[src/rtl/find_pivot_col_multi.sv]
// find_pivot_col_multi
//   Streams the simplex objective row (IEEE-754 single, LANES values per beat,
//   lane 0 = lowest column of the beat) and selects the entering column.
//   Dantzig mode (mode=0) picks the most negative qualifying value, with ties
//   going to the lowest column. Bland mode (mode=1) picks the first qualifying
//   value. A value qualifies only if it is negative, is not NaN, and its
//   magnitude is strictly greater than eps. The compare is done on raw bits.
//
// Ports
//   clk, resetn        clock, asynchronous active-low reset
//   start              one-cycle pulse; latches num_cols/mode/eps (IDLE only)
//   num_cols           number of valid columns in the row
//   mode               0 = Dantzig, 1 = Bland
//   eps                non-negative fp32 tolerance
//   s_axis_*           objective-row beat stream
//   busy               scan in progress
//   done               one-cycle result pulse
//   terminate / cont   no qualifying column / pivot found (held until next start)
//   pivot_col/pivot_val selected column index and its raw value bits
module find_pivot_col_multi #(
  parameter int LANES = 4,
  parameter int COLW  = 16
) (
  input  logic                  clk,
  input  logic                  resetn,
  input  logic                  start,
  input  logic [COLW-1:0]       num_cols,
  input  logic                  mode,
  input  logic [31:0]           eps,
  input  logic [32*LANES-1:0]   s_axis_tdata,
  input  logic                  s_axis_tvalid,
  output logic                  s_axis_tready,
  output logic                  busy,
  output logic                  done,
  output logic                  terminate,
  output logic                  cont,
  output logic [COLW-1:0]       pivot_col,
  output logic [31:0]           pivot_val
);

  typedef enum logic [1:0] {IDLE, SCAN, REPORT} state_t;

  state_t            state, state_next;
  logic [COLW-1:0]   num_cols_q;
  logic              mode_q;
  logic [30:0]       eps_q;
  logic [COLW-1:0]   col_base;
  logic              best_valid;
  logic [COLW-1:0]   best_col;
  logic [31:0]       best_val;

  logic              beat;
  logic              last_beat;
  logic [LANES-1:0]  qual;
  logic              win_found;
  logic [COLW-1:0]   win_col;
  logic [31:0]       win_val;
  logic              take;
  logic              nb_valid;
  logic [COLW-1:0]   nb_col;
  logic [31:0]       nb_val;

  // eps is non-negative by contract, so its sign bit carries no information.
  logic eps_sign_unused;
  assign eps_sign_unused = eps[31];

  assign beat      = s_axis_tvalid & s_axis_tready;
  assign last_beat = ({1'b0, col_base} + (COLW+1)'(LANES)) >= {1'b0, num_cols_q};

  // Per-lane qualification, including masking of lanes beyond num_cols.
  always_comb begin
    qual = '0;
    for (int unsigned i = 0; i < LANES; i++) begin
      qual[i] = ((col_base + COLW'(i)) < num_cols_q)
              & s_axis_tdata[32*i+31]
              & ~((s_axis_tdata[32*i+23 +: 8] == 8'hFF) && (s_axis_tdata[32*i +: 23] != '0))
              & (s_axis_tdata[32*i +: 31] > eps_q);
    end
  end

  // Beat winner: Bland keeps the first qualifying lane; Dantzig replaces only
  // on a strictly larger magnitude, so equal magnitudes stay at the lower lane.
  always_comb begin
    win_found = 1'b0;
    win_col   = '0;
    win_val   = '0;
    for (int unsigned i = 0; i < LANES; i++) begin
      if (qual[i] && (!win_found ||
          (!mode_q && (s_axis_tdata[32*i +: 31] > win_val[30:0])))) begin
        win_found = 1'b1;
        win_col   = col_base + COLW'(i);
        win_val   = s_axis_tdata[32*i +: 32];
      end
    end
  end

  assign take     = win_found & (~best_valid | (~mode_q & (win_val[30:0] > best_val[30:0])));
  assign nb_valid = best_valid | win_found;
  assign nb_col   = take ? win_col : best_col;
  assign nb_val   = take ? win_val : best_val;

  always_ff @(posedge clk or negedge resetn) begin
    if (!resetn) state <= IDLE;
    else         state <= state_next;
  end

  always_comb begin
    state_next    = state;
    s_axis_tready = 1'b0;
    busy          = 1'b0;
    done          = 1'b0;
    case (state)
      IDLE: begin
        if (start) state_next = (num_cols == '0) ? REPORT : SCAN;
      end
      SCAN: begin
        s_axis_tready = 1'b1;
        busy          = 1'b1;
        if (beat && last_beat) state_next = REPORT;
      end
      REPORT: begin
        done       = 1'b1;
        state_next = IDLE;
      end
      default: state_next = IDLE;
    endcase
  end

  // Result outputs are loaded on the edge that enters REPORT (from the merged
  // best including the final beat), so they are already valid while done=1.
  always_ff @(posedge clk or negedge resetn) begin
    if (!resetn) begin
      num_cols_q <= '0;
      mode_q     <= 1'b0;
      eps_q      <= '0;
      col_base   <= '0;
      best_valid <= 1'b0;
      best_col   <= '0;
      best_val   <= '0;
      terminate  <= 1'b0;
      cont       <= 1'b0;
      pivot_col  <= '0;
      pivot_val  <= '0;
    end else begin
      case (state)
        IDLE: begin
          if (start) begin
            num_cols_q <= num_cols;
            mode_q     <= mode;
            eps_q      <= eps[30:0];
            col_base   <= '0;
            best_valid <= 1'b0;
            best_col   <= '0;
            best_val   <= '0;
            cont       <= 1'b0;
            terminate  <= (num_cols == '0);
            if (num_cols == '0) begin
              pivot_col <= '0;
              pivot_val <= '0;
            end
          end
        end
        SCAN: begin
          if (beat) begin
            col_base   <= col_base + COLW'(LANES);
            best_valid <= nb_valid;
            best_col   <= nb_col;
            best_val   <= nb_val;
            if (last_beat) begin
              cont      <= nb_valid;
              terminate <= ~nb_valid;
              pivot_col <= nb_col;
              pivot_val <= nb_val;
            end
          end
        end
        default: ;
      endcase
    end
  end

endmodule

[config.mk]
export PLATFORM = sky130hd
export DESIGN_NAME = find_pivot_col_multi
export DESIGN_NICKNAME = d
export VERILOG_FILES = /design/src/rtl/find_pivot_col_multi.sv
export SDC_FILE = /design/constraint.sdc
export NUM_CORES = 1
export LEC_CHECK = 0
export CORE_ASPECT_RATIO = 1.75
export CORE_MARGIN = 10
export CORE_UTILIZATION = 40
export CTS_CLUSTER_SIZE = 8
export DETAILED_ROUTE_END_ITERATION = 6
export SKIP_LAST_GASP = 1
export SLEW_MARGIN = 15
export SYNTH_ARGS = -nofsm -noshare
export SYNTH_HDL_FRONTEND = slang
export SYNTH_SLANG_ARGS = --single-unit
[constraint.sdc]
create_clock -name clk -period 14.3 [get_ports clk]
set_input_delay 2.86 -clock clk [delete_from_list [all_inputs] [get_ports clk]]
set_output_delay 2.86 -clock clk [all_outputs]
set_load 0.01 [all_outputs]
==> summary.txt <==
Outcome
  • Status: complete, no violations

Placement
  • Gpl congestion: 0.970
  • Post-DP HPWL: 52.5 mm
  • IO Port Bufs: 232
  • # placed instances: 2731

Floorplanning
  • Ports: 234
  • Row count: between 90 and 100
  • Die Y: 285 microns
  • Initial Util: about two fifths
  • Total die area: 49000 sq um
  • Total core area: 39900 sq um
  • Die width: 172 microns

Global route
  • GRT overflow: 0
  • Vias in the first global route: 17300
  • Antenna violations before repair: 4
  • Aggregate global-route resource usage: about a quarter
  • Largest net degree at the start of global routing: between 80 and 90
  • First-pass GRT wire length: 97.6 mm

STA
  • Shortest clock period the worst path allows after layout: 13.92 ns
  • Worst-margin pin slew: 1.10 ns
  • Slew Limit Fails: 0
  • Worst Hold Slack: just under 0.5 ns
  • Final hold vios: 0
  • Crit share post-route: a little over nine tenths
  • Clock skew: approximately 0.014 ns
  • Fmax: around 0.07 GHz
  • Slew margin rel.: 26.2%
  • Final setup viols: 0

Run
  • Max_cap viols: 0

Hold path
  • Worst Hold Class: flop to flop
  • Worst Hold Depth: 1
  • Hold Startpoint: pivot_val[31]
  • WHS Endpoint: pivot_val[31]

Power
  • Leak: around 10 nW
  • Switch share: 46.9%
  • Pint: 0.00219 W
  • Net Switching: 0.00194 W
  • Clock share of power: a little under an eighth
  • Gate power share: 71.3%
  • VDD IR max: roughly 0.12 mV
  • Sequential share of power: 17.3%
  • Pwr Density: between 150 and 200 nW/um^2

Clocking
  • Root buf cell: clkbuf_16
  • Clk buf depth: 2
  • Reg clk slew, reported paths: 0.08 ns
  • CTS H-tree depth: 4
  • CTS buffer count: 17
  • Clock insertion delay at the later pin of the skew report: 0.47 ns
  • CTS tree: built
  • CTS sink cnt: 163
  • Hold-fix buffers, CTS: 0

Critical path
  • CP max stage delay: 0.52 ns
  • Maximum fanout along the worst path: 11
  • Reg-to-reg slack, setup: 2.21 ns
  • Req. time, crit path: 14.67 ns
  • Startpoint Class: input pin
  • Cell repeated most along the worst path: buf_4
  • Cells on worst reg2reg path: 60
  • Kind of critical path: input pin to flop
  • CP max stage cell: o41a_1
  • FF-to-FF Start: col_base[2]
  • Crit. End Element: flop
  • Worst Path Arrival: 14.29 ns
  • R2R Path End: pivot_col[1]

Logic synthesis
  • Post-synthesis sequential area ratio: 25.3%
  • Mapped Cells: 1925
  • Area fraction of the dominant cell type after synthesis: 25.3%
  • Cell taking the most area after synthesis: dfrtp_1
  • #FFs+latches synth: 163
  • Mapped Nets: 2407
  • FFs w/ async S/R, synth: 100%
  • Syn Area/Cell: roughly 8.4 sq um
  • YS warnings: 0
  • Netlist cell types: 66
  • Cell area after synthesis: around 16000 sq um
  • EDFF count, synth: 0
  • Synth top area cells: dfrtp_1 (25%), ha_1 (23%), a21oi_1 (6.1%)
  • Dominant synthesized flop cell: dfrtp_1

Final layout
  • P&R area growth vs syn: 36.6%
  • Layout cell share with drive strength beyond 1: 17.5%
  • Net count, final: 2785
  • # fillers: 3622
  • Fin cells: 2814

Detailed routing
  • TritonRoute pass-1 iters: 5
  • Vias post-DR: 17100
  • Initial DRC count: around 1100
  • Final WL: 67.3 mm
  • DRC: 0
  • Antenna Nets Post-Route: 0
  • Wirelength per Cell: about 24 microns
  • Vias per cell: 6.09
repair_timing:
item	4_1_cts	5_1_grt
gates resized for setup	7	132
cloned	0	10
setup endpoints to repair	96	96
pin swaps	2	71
setup buffers	2	37
layout make-up:
cell class / count / area (sq um) / share of cell area, %
timing repair buffer: 469 / 4550 / 20.7
tap: 495 / 619 / 2.82
multi-input combinational: 1546 / 11800 / 53.6
clock inverter: 14 / 138 / 0.626
antenna: 3 / 7.51 / 0.0341
clock buffer: 18 / 429 / 1.95
sequential: 163 / 4080 / 18.5
inverter: 106 / 398 / 1.81
how the worst max path moves through the flow:
stage | startpoint | cells past startpoint | to
2_1_floorplan | s_axis_tdata[30] | 52 | best_val[13]
3_3_place_gp | s_axis_tdata[29] | 52 | pivot_col[7]
3_5_place_dp | s_axis_tdata[29] | 54 | pivot_col[7]
4_1_cts | s_axis_tdata[29] | 54 | pivot_val[0]
5_1_grt | s_axis_tdata[1] | 56 | pivot_col[1]
6_report | s_axis_tdata[1] | 60 | pivot_col[1]
through the flow:
step                      TNS [ns]  total power, W  worst slack, ns  area [sq um]  utilization, %
after floorplan                  0         0.00231             1.08         16100               -
after global placement      -69.53         0.00323           -0.780         20200            50.6
after detailed placement    -77.67         0.00332           -0.911         20200            50.6
after CTS                        0         0.00382          0.00362         20800            52.1
after global routing        -0.145         0.00447          -0.0252         22000            55.1
final                            0         0.00413            0.379         22000            55.1
synthesized netlist by cell type, types with 37 or more instances:
master and number:
a21o_1 42, a22o_1 42, a31oi_1 37, dfrtp_1 163
nand2_1 258, a22oi_1 62, a21oi_1 195, o21ai_0 108
nand4_1 57, clkbuf_1 81, ha_1 301, inv_1 106
nand3_1 53, nor2_1 77, mux2_2 48
per-layer routing:
| layer | up-vias | track usage, % | wire length (microns) |
|---|---|---|---|
| met5 | - | 0 | 11 |
| met4 | 2 | 18.4 | 4680 |
| met3 | 250 | 3.78 | 2920 |
| met2 | 616 | 50.3 | 36800 |
| met1 | 8299 | 24.2 | 22800 |
| li1 | 7977 | - | - |
cells in the final DEF (no fill, tap or decap), types with 11 or more instances in the layout:
cell / netlist / final
clkdlybuf4s50_1: 0 / 201
inv_1: 106 / 106
a22o_1: 42 / 42
dfrtp_1: 163 / 163
dlymetal6s2s_1: 0 / 30
a31oi_1: 37 / 37
ha_4: 0 / 15
a21oi_1: 195 / 191
o211ai_1: 14 / 14
xnor2_1: 11 / 11
a22oi_2: 0 / 17
buf_4: 1 / 204
nor3_1: 19 / 12
clkbuf_16: 0 / 26
o21ai_0: 108 / 102
and3_1: 13 / 13
a21o_1: 42 / 42
nor2_1: 77 / 76
buf_6: 0 / 11
ha_1: 301 / 285
nand3_1: 53 / 53
mux2i_1: 15 / 11
nor4_1: 30 / 24
nand4_1: 57 / 57
buf_12: 0 / 11
mux2_2: 48 / 48
nor2b_1: 17 / 16
a221o_1: 32 / 32
a211oi_1: 19 / 13
nand2_1: 258 / 255
a22oi_1: 62 / 45
kinds of logic after synthesis:
| group | Yosys count | synth area share, % |
|---|---|---|
| buffers and inverters | 217 | 5.25 |
| DFF | 163 | 25.3 |
| adders and majority gates | 301 | 23.4 |
| muxes | 63 | 4.29 |
| xor gates and xnor gates | 12 | 0.653 |
| AOI/OAI and AO/OA | 622 | 25.4 |
| and+or+nand+nor | 547 | 15.7 |
state kept, by name, indices dropped and copies added, names as in the netlist:
| register | cells |
|---|---|
| best_col | 16 |
| best_val | 32 |
| best_valid | 1 |
| col_base | 14 |
| cont | 1 |
| eps_q | 31 |
| mode_q | 1 |
| num_cols_q | 16 |
| pivot_col | 16 |
| pivot_val | 32 |
| state | 2 |
| terminate | 1 |
power groups by stage:
stage | clock, W | combinational (W) | sequential, W
2_1_floorplan | 0 | 0.00163 | 0.000677
3_3_place_gp | 0 | 0.00252 | 0.000716
3_5_place_dp | 0 | 0.00260 | 0.000721
4_1_cts | 0.000481 | 0.00262 | 0.000713
5_1_grt | 0.000494 | 0.00325 | 0.000732
6_report | 0.000470 | 0.00294 | 0.000714
critical path, delay by kind of cell:
kind	cells	cell delay, ns
AO/OA/AOI/OAI	28	6.53
adder cells (fa/ha/maj)	5	1.32
buffers and inverters	15	2.53
AND/OR/NAND/NOR	12	1.04
No activity file was read; power rests on OpenSTA's default activity.
